[config.mk]
export PLATFORM = sky130hd
export DESIGN_NAME = ps2_frame_receiver
export DESIGN_NICKNAME = d
export VERILOG_FILES = /design/src/rtl/ps2_pkg.sv /design/src/rtl/ps2_input_filter.sv /design/src/rtl/ps2_frame_receiver.sv
export SDC_FILE = /design/constraint.sdc
export NUM_CORES = 1
export LEC_CHECK = 0
export BUFFER_PORTS_ARGS = -buffer_cell sky130_fd_sc_hd__buf_2
export CAP_MARGIN = 0
export CORE_MARGIN = 3
export CORE_UTILIZATION = 43
export CTS_BUF_LIST = sky130_fd_sc_hd__clkbuf_2
export CTS_CLUSTER_SIZE = 40
export DETAILED_ROUTE_END_ITERATION = 8
export SLEW_MARGIN = 20
export SYNTH_ARGS = -nofsm -noshare
export SYNTH_HDL_FRONTEND = slang
export SYNTH_SLANG_ARGS = --single-unit
[constraint.sdc]
create_clock -name clk_i -period 1.5 [get_ports clk_i]
set_input_delay 0.375 -clock clk_i [delete_from_list [all_inputs] [get_ports clk_i]]
set_output_delay 0.375 -clock clk_i [all_outputs]
set_load 0.005 [all_outputs]
[src/rtl/ps2_pkg.sv]
// Shared types and constants for the PS/2 receive path.
// Holds the receiver FSM encoding and the frame rejection codes.
package ps2_pkg;

  typedef enum logic [1:0] {
    IDLE,
    DATA,
    PARITY,
    STOP
  } ps2_rx_state_e;

  localparam logic [1:0] ERR_NONE    = 2'b00;
  localparam logic [1:0] ERR_PARITY  = 2'b01;
  localparam logic [1:0] ERR_STOP    = 2'b10;
  localparam logic [1:0] ERR_TIMEOUT = 2'b11;

endpackage

[src/rtl/ps2_input_filter.sv]
// Pin synchronizer plus glitch filter for one PS/2 line.
// Ports: clk_i, rst_ni (sync, active-low), pin_i (raw async), filt_o.
module ps2_input_filter #(
  parameter int SYNC_STAGES = 2,
  parameter int FILTER_LEN  = 8
) (
  input  logic clk_i,
  input  logic rst_ni,
  input  logic pin_i,
  output logic filt_o
);

  localparam int CW = (FILTER_LEN > 1) ? $clog2(FILTER_LEN) : 1;
  localparam logic [CW-1:0] CNT_LAST = CW'(FILTER_LEN - 1);

  logic [SYNC_STAGES-1:0] sync_q, sync_d;
  logic [CW-1:0]          cnt_q, cnt_d;
  logic                   filt_q, filt_d;
  logic                   synced;

  assign synced = sync_q[SYNC_STAGES-1];
  assign filt_o = filt_q;

  // The filtered level only flips after FILTER_LEN consecutive
  // samples disagree with it; any agreeing sample restarts the run.
  always_comb begin
    sync_d = {sync_q[SYNC_STAGES-2:0], pin_i};
    cnt_d  = '0;
    filt_d = filt_q;
    if (synced != filt_q) begin
      if (cnt_q == CNT_LAST) begin
        filt_d = synced;
      end else begin
        cnt_d = cnt_q + 1'b1;
      end
    end
  end

  always_ff @(posedge clk_i) begin
    if (!rst_ni) begin
      sync_q <= '1;
      cnt_q  <= '0;
      filt_q <= 1'b1;
    end else begin
      sync_q <= sync_d;
      cnt_q  <= cnt_d;
      filt_q <= filt_d;
    end
  end

endmodule

[src/rtl/ps2_frame_receiver.sv]
// PS/2 device-to-host frame receiver with parity/stop checks and timeout.
// Ports: clk_i, rst_ni, kclk_i, kdata_i -> keycode_o/_valid_o, frame_err_o, err_code_o, busy_o.
module ps2_frame_receiver
  import ps2_pkg::*;
#(
  parameter int SYNC_STAGES    = 2,
  parameter int FILTER_LEN     = 8,
  parameter int TIMEOUT_CYCLES = 20000
) (
  input  logic       clk_i,
  input  logic       rst_ni,
  input  logic       kclk_i,
  input  logic       kdata_i,
  output logic [7:0] keycode_o,
  output logic       keycode_valid_o,
  output logic       frame_err_o,
  output logic [1:0] err_code_o,
  output logic       busy_o
);

  localparam int TW = $clog2(TIMEOUT_CYCLES + 1);
  localparam logic [TW-1:0] TOUT_MAX = TW'(TIMEOUT_CYCLES);

  logic kclk_f, kdata_f, fall, tout_hit;

  ps2_input_filter #(
    .SYNC_STAGES(SYNC_STAGES),
    .FILTER_LEN (FILTER_LEN)
  ) u_kclk (
    .clk_i (clk_i),
    .rst_ni(rst_ni),
    .pin_i (kclk_i),
    .filt_o(kclk_f)
  );

  ps2_input_filter #(
    .SYNC_STAGES(SYNC_STAGES),
    .FILTER_LEN (1)
  ) u_kdata (
    .clk_i (clk_i),
    .rst_ni(rst_ni),
    .pin_i (kdata_i),
    .filt_o(kdata_f)
  );

  ps2_rx_state_e state_q, state_d;
  logic [2:0]    bitcnt_q, bitcnt_d;
  logic [7:0]    shift_q, shift_d;
  logic          par_ok_q, par_ok_d;
  logic [TW-1:0] tout_q, tout_d;
  logic          kclk_prev_q, kclk_prev_d;
  logic [7:0]    keycode_q, keycode_d;
  logic          valid_q, valid_d;
  logic          err_q, err_d;
  logic [1:0]    code_q, code_d;

  assign fall     = kclk_prev_q & ~kclk_f;
  // A fall on the expiry cycle keeps the frame alive.
  assign tout_hit = (state_q != IDLE) && (tout_q == TOUT_MAX) && !fall;

  always_comb begin
    state_d     = state_q;
    bitcnt_d    = bitcnt_q;
    shift_d     = shift_q;
    par_ok_d    = par_ok_q;
    keycode_d   = keycode_q;
    code_d      = code_q;
    valid_d     = 1'b0;
    err_d       = 1'b0;
    kclk_prev_d = kclk_f;

    if (state_q == IDLE || fall) begin
      tout_d = '0;
    end else if (tout_q != TOUT_MAX) begin
      tout_d = tout_q + 1'b1;
    end else begin
      tout_d = tout_q;
    end

    if (tout_hit) begin
      state_d = IDLE;
      err_d   = 1'b1;
      code_d  = ERR_TIMEOUT;
    end else if (fall) begin
      unique case (state_q)
        IDLE: begin
          if (!kdata_f) begin
            state_d  = DATA;
            bitcnt_d = '0;
            shift_d  = '0;
          end
        end
        DATA: begin
          shift_d  = {kdata_f, shift_q[7:1]};
          bitcnt_d = bitcnt_q + 1'b1;
          if (bitcnt_q == 3'd7) begin
            state_d = PARITY;
          end
        end
        PARITY: begin
          par_ok_d = ^{shift_q, kdata_f};
          state_d  = STOP;
        end
        STOP: begin
          state_d = IDLE;
          if (kdata_f && par_ok_q) begin
            keycode_d = shift_q;
            valid_d   = 1'b1;
          end else begin
            err_d  = 1'b1;
            code_d = par_ok_q ? ERR_STOP : ERR_PARITY;
          end
        end
        default: state_d = IDLE;
      endcase
    end
  end

  always_ff @(posedge clk_i) begin
    if (!rst_ni) begin
      state_q     <= IDLE;
      bitcnt_q    <= '0;
      shift_q     <= '0;
      par_ok_q    <= 1'b0;
      tout_q      <= '0;
      kclk_prev_q <= 1'b1;
      keycode_q   <= '0;
      valid_q     <= 1'b0;
      err_q       <= 1'b0;
      code_q      <= ERR_NONE;
    end else begin
      state_q     <= state_d;
      bitcnt_q    <= bitcnt_d;
      shift_q     <= shift_d;
      par_ok_q    <= par_ok_d;
      tout_q      <= tout_d;
      kclk_prev_q <= kclk_prev_d;
      keycode_q   <= keycode_d;
      valid_q     <= valid_d;
      err_q       <= err_d;
      code_q      <= code_d;
    end
  end

  assign keycode_o       = keycode_q;
  assign keycode_valid_o = valid_q;
  assign frame_err_o     = err_q;
  assign err_code_o      = code_q;
  assign busy_o          = (state_q != IDLE);

endmodule
==> impl_metrics.toml, run 1 <==
[run_status]
run_status = "complete, but fails checks"
violations = "setup timing"

[sta]
final-setup-viol-count = 15
hold_viol = 0
period_share_pct = 109.0
rsz0062_at_grt = "true"
fmax_mhz = 611.8
finalWorstSetupSlack_ps = -134.6
drv_slew = 0
finClkSkew_ps = 27.89
layout_min_cycle_time_ps = 1635
whs_ps = 131.4

[floorplanning]
num_rows = 25
die-area_um2 = 6132
fp.coreArea_um2 = 4880
die_h_um = 78.31
ios = 17
dieWidth_um = 78.31
initial_core_util_pct = 46.08

[setup_path]
r2r_end = "state_q[0]"
cp-startpoint = "state_q[0]"
critical_path_class = "reg -> reg"
setup.worst_path.end = "state_q[0]"
worst_r2r_path_depth = 9
crit_path_end_kind = "flip-flop"
r2r_start = "state_q[0]"
worst-path-max-fanout = 4
critical_path_required_ps = 1870
critPathLaunchType = "flip-flop"
rrSetupSlack_ps = -130
arrival_ps = 2000

[placement]
hpwl_um = 2958
dpl_cell_area_um2 = 2608
gp_congestion = 0.7717
io_buffers = 16

[final_layout]
drive_gt1_share_pct = 39.32
final_area_um2 = 2999
syn_to_final_growth_pct = 33.39
antenna_cells = 0
final_util_pct = 61.46
layout.nets = 309

[logic_synthesis]
syn-cell-area_um2 = 2248
synth_common_cells = "dfxtp_1, nor2_1, nand2_1"
synth_nets = 250
synth_edf_count = 0
synthCells = 236
yosysWarnings = 0
synth-main-ff-cell = "dfxtp_1"
async_flop_share_pct = 0
synth.ff_latch_count = 52
synthTopCellsByArea = "dfxtp_1, ha_1, xnor2_1, nor2b_1, a22oi_1"
synthDistinctLibCells = 38
synth-seq-area-share_pct = 46.30
syn_area_per_cell_um2 = 9.527
yosysMostFrequentCell = "dfxtp_1"
synth_largest_area_cell = "dfxtp_1"
synth_top_area_share_pct = 46.30

[routing]
wire_per_inst_um = 12.91
viasPerCell = 4.961
dr.pass1.iters = 4
dr.first_iter.drc_count = 65
num_vias = 1796
postRouteAntennaNets = 0
drc = 0
drt-total-wl_um = 4675

[clock_network]
clk_pin_slew_ps = 220
clockBufferDepth = 2
htree_num_levels = 2
clk_latency_ps = 420
cts_tree = "done"
ctsHoldBuffers = 0
cts_buffers = 5
cts.sinks = 52
root_buffer = "clkbuf_2"

[grt]
grt_pass1_vias = 1663
grt_antenna_before_repair = 0
grt_pass1_wl_um = 7493
grt_max_degree = 16
grt.total_usage_pct = 15.37
grt_remaining_overflow = 0

[power_and_ir_drop]
leakage_nw = 1.135
max-vdd-ir-drop_uv = 507.4
p_per_area_nw_per_um2 = 647.4

[run]
maxCapViolCount = 0

[hold_path]
hold_path.class = "in -> reg"
-- layout by cell type (no fill, tap or decap), types with 5 or more instances in the layout --
master    Yosys  final
nand2_1      17     15
buf_4         0     37
a22oi_2       0     10
dfxtp_1      52     44
nand2b_1      6      5
clkbuf_2      0      5
nor2b_1      15     12
buf_2         2     16
buf_6         0      7
mux2i_1       5      5
nand3_1       7      6
nand4_1       6      6
xor2_1        7      7
dfxtp_2       0      8
a21boi_0      8      7
o21ai_0      11     10
nor2_1       19     18
xnor2_1      12     12
-- worst min path at each step --
stage                           start                end  slack (ps)  cells after the start
floorplan            u_kclk.sync_q[0]   u_kclk.sync_q[1]         390                      1
global placement    u_kdata.sync_q[0]  u_kdata.sync_q[1]         390                      1
detailed placement   u_kclk.sync_q[0]   u_kclk.sync_q[1]         400                      1
CTS                            kclk_i   u_kclk.sync_q[0]         100                      2
global route                  kdata_i  u_kdata.sync_q[0]         100                      2
finish                         kclk_i   u_kclk.sync_q[0]         130                      2
-- per-layer routing --
| layer | vias up | track usage, % | wire length (um) |
|---|---|---|---|
| li1 | 926 | - | - |
| met1 | 832 | 20.73 | 2279 |
| met2 | 28 | 23.97 | 2137 |
| met3 | 10 | 3.440 | 173 |
| met4 | 0 | 5.769 | 85 |
| met5 | - | 0 | 0 |
-- sequential cells by signal, summed over array words and instances, names as in the netlist, 2 cells and up --
register and count:
tout_q 15, keycode_o 8, shift_q 8, bitcnt_q 3, u_kclk.cnt_q 3, err_code_o 2, state_q 2, u_kclk.sync_q 2
u_kdata.sync_q 2
-- through the flow --
stage	std cells	setup WS (ps)	power (mW)	TNS, ps
6_report	362	-134.6	1.942	-805.4
5_1_grt	362	-238.2	2.028	-2258
4_1_cts	350	-141.6	1.965	-141.6
3_5_place_dp	338	-14.93	1.463	-35.00
3_3_place_gp	338	3.687	1.462	0
2_1_floorplan	236	9.611	1.450	0
-- worst max-delay path, cell delays in order, from the launching register on --
cell and delay [ps]:
dfxtp_2 390, inv_2 60, ha_4 160, buf_4 130, buf_6 120, nand2_2 100
nand3_2 90, buf_4 160, mux2i_1 190, and3_4 200
-- cells by family after synthesis --
group	share of synthesized area, %
multiplexers	2.727
AO/OA/AOI/OAI	10.52
other	0.1668
buffers and inverters	2.950
AND/OR/NAND/NOR	23.37
adder cells (fa/ha/maj)	5.565
flip-flops	46.30
XOR/XNOR	8.403
-- repair_timing --
item	in CTS	in global routing
setup buffers	5	11
setup endpoints to repair	14	25
endpoints found under the hold margin	0	0
pin swaps	1	15
cloned	0	3
gates resized for setup	16	48
-- layout make-up --
class                           count  area (um^2)
Inverter                            7        28.78
Clock inverter                      2        7.507
Sequential cell                    52         1051
Multi-Input combinational cell    168         1346
Tap cell                           67        83.83
Fill cell                         440         1881
Timing Repair Buffer               61        456.7
Clock buffer                        5        25.02
-- power breakdown --
part / switching, mW / leakage, nW / total, mW / internal, mW
Clock: 0.407 / 0.0239 / 0.504 / 0.0962
Combinational: 0.0189 / 0.688 / 0.0404 / 0.0214
Sequential: 0.00448 / 0.423 / 1.40 / 1.39
Total: 0.431 / 1.13 / 1.94 / 1.51
Note: power is estimated with default switching activity, not from simulation.
==> run 2, diff against run 1 <==
--- a/config.mk
+++ b/config.mk
@@ -7,11 +7,11 @@
 export LEC_CHECK = 0
 export BUFFER_PORTS_ARGS = -buffer_cell sky130_fd_sc_hd__buf_2
 export CAP_MARGIN = 0
-export CORE_MARGIN = 3
 export CORE_UTILIZATION = 43
 export CTS_BUF_LIST = sky130_fd_sc_hd__clkbuf_2
 export CTS_CLUSTER_SIZE = 40
 export DETAILED_ROUTE_END_ITERATION = 8
+export SKIP_LAST_GASP = 1
 export SLEW_MARGIN = 20
 export SYNTH_ARGS = -nofsm -noshare
 export SYNTH_HDL_FRONTEND = slang
==> run 2 against run 1 <==
  * The run still ends with setup timing left
  * Global-route usage is 1.9 points higher
  * Critical path depth is 4 lower
  * Fmax is 2.1% lower
  * Routed wire length is 4.9% lower
  * Final area is 2.4% lower
  * Clock skew is 4.9 ps lower
  * Flip-flop and latch count stayed put
  * Via count is 1.8% lower
  * Critical path type is now reg -> out
  * Largest power group unchanged
==> impl_metrics.toml, run 2 (synthesis gave the netlist of run 1 again) <==
[clock_network]
cts_buffers = 5
clockBufferDepth = 2
cts.sinks = 52
clk_latency_ps = 450
root_buffer = "clkbuf_2"
htree_num_levels = 2
ctsHoldBuffers = 0
cts_tree = "done"
clk_pin_slew_ps = 260

[run]
maxCapViolCount = 0

[power_and_ir_drop]
seq_power_share_pct = 69.7
p_per_area_nw_per_um2 = 684.8
internal-power_mw = 1.529
power_frac_comb_pct = 2.0
switchingPower_uw = 475.9
clkPwrFrac_pct = 28.3
leakage_nw = 1.125
max-vdd-ir-drop_uv = 607.2
swShare_pct = 23.74

[routing]
dr.first_iter.drc_count = 82
wire_per_inst_um = 12.52
dr.pass1.iters = 4
num_vias = 1764
drc = 0
postRouteAntennaNets = 0
drt-total-wl_um = 4445
viasPerCell = 4.969

[run_status]
violations = "setup timing"
run_status = "complete, but fails checks"

[setup_path]
worst-path-max-fanout = 3
worst_r2r_path_depth = 6
critical_path_required_ps = 1120
critPathLaunchType = "flip-flop"
critical_path_class = "reg -> out"
rrSetupSlack_ps = 0
crit_path_end_kind = "output pin"
arrival_ps = 1290

[final_layout]
final_util_pct = 60.00
final_common_cell = "dfxtp_1"
top_register = "tout_q"
nFillCells = 436
syn_to_final_growth_pct = 30.22
stdcell_count = 355
largest_reg_flops = 15
most-common-layout-cells = "dfxtp_1, buf_4, nor2_1, buf_2"
antenna_cells = 0
drive_gt1_share_pct = 36.81
layout.nets = 301

[sta]
period_share_pct = 111.3
finClkSkew_ps = 22.94
finalWorstSetupSlack_ps = -169.1
final-setup-viol-count = 2
drv_slew = 0
layout_min_cycle_time_ps = 1669
rsz0062_at_grt = "true"
hold_viol = 0
fmax_mhz = 599.1

[floorplanning]
num_rows = 25
fp.coreArea_um2 = 4880
initial_core_util_pct = 46.08
die_h_um = 74.31
die-area_um2 = 5522
dieWidth_um = 74.31
ios = 17

[grt]
grt_max_degree = 17
use_met1_pct = 24.02
gr-max-usage-layer = "met2"
grt_pass1_vias = 1576
use_met3_pct = 4.878
grt_remaining_overflow = 0
grt.total_usage_pct = 17.31
grt_antenna_before_repair = 0
grt_pass1_wl_um = 7203
use_met2_pct = 25.96

[hold_path]
hold_path.class = "in -> reg"
worst_hold_path.num_cells = 2

[placement]
io_buffers = 16
gp_congestion = 0.7687
dp.cells = 339
hpwl_um = 2929
## run 2: changes by cell type in the layout (fill, tap and decap cells not counted), sizes merged
cell,change
buf,-8
inv,+1
and3,-1
clkbuf,+1
## run 2: path summary, 6_finish.rpt
kind	start	to
setup / recovery	state_q[0]	busy_o
hold / removal	kclk_i	u_kclk.sync_q[0]
setup reg to reg	bitcnt_q[0]	state_q[1]
hold reg to reg	u_kclk.cnt_q[0]	u_kclk.cnt_q[0]
## run 2: area by class of cell
| cell class | instances | area, um^2 | share of cell area [%] |
|---|---|---|---|
| multi-input combinational | 167 | 1318 | 45.00 |
| sequential | 52 | 1051 | 35.90 |
| timing repair buffer | 54 | 406.6 | 13.89 |
| tap | 67 | 83.83 | 2.863 |
| inverter | 7 | 26.28 | 0.8974 |
| clock buffer | 5 | 25.02 | 0.8547 |
| clock inverter | 3 | 17.52 | 0.5983 |
## run 2: power groups by stage
stage | Combinational (mW) | Sequential [mW] | Clock [mW]
global route | 0.0441 | 1.40 | 0.658
CTS | 0.0395 | 1.40 | 0.594
detailed placement | 0.0390 | 1.42 | 0
finish | 0.0404 | 1.40 | 0.567
global placement | 0.0388 | 1.42 | 0
floorplan | 0.0285 | 1.42 | 0
## run 2: timing repair
item | 4_1_cts | 5_1_grt
endpoints found under the hold margin | 0 | 0
buffers inserted | 2 | 7
gates cloned | 0 | 2
setup endpoints to repair | 14 | 26
resized for setup | 18 | 38
pin swaps | 2 | 8
## run 2: stage by stage
stage | worst slack (ps) | hold slack, ps | setup TNS (ps) | area (um^2) | power, mW
floorplan | 9.611 | 386.3 | 0 | 2255 | 1.450
global placement | 7.131 | 393.1 | 0 | 2615 | 1.462
detailed placement | -25.64 | 396.5 | -25.64 | 2615 | 1.462
CTS | -200.2 | 50.83 | -212.1 | 2731 | 2.032
global route | -248.3 | 29.84 | -977.3 | 2928 | 2.104
finish | -169.1 | 76.98 | -169.6 | 2928 | 2.005
## run 2: worst max-delay path: stages, from the launching register on
cell	delay [ps]
dfxtp_2	390
inv_2	50
ha_4	160
buf_6	110
inv_2	40
buf_6	80
## run 2: metal layers
metal	part of all wire, %	vias to the layer above
met3	2.5	5
met1	51	828
met4	1.1	0
met2	45	22
li1	-	909
met5	0	-
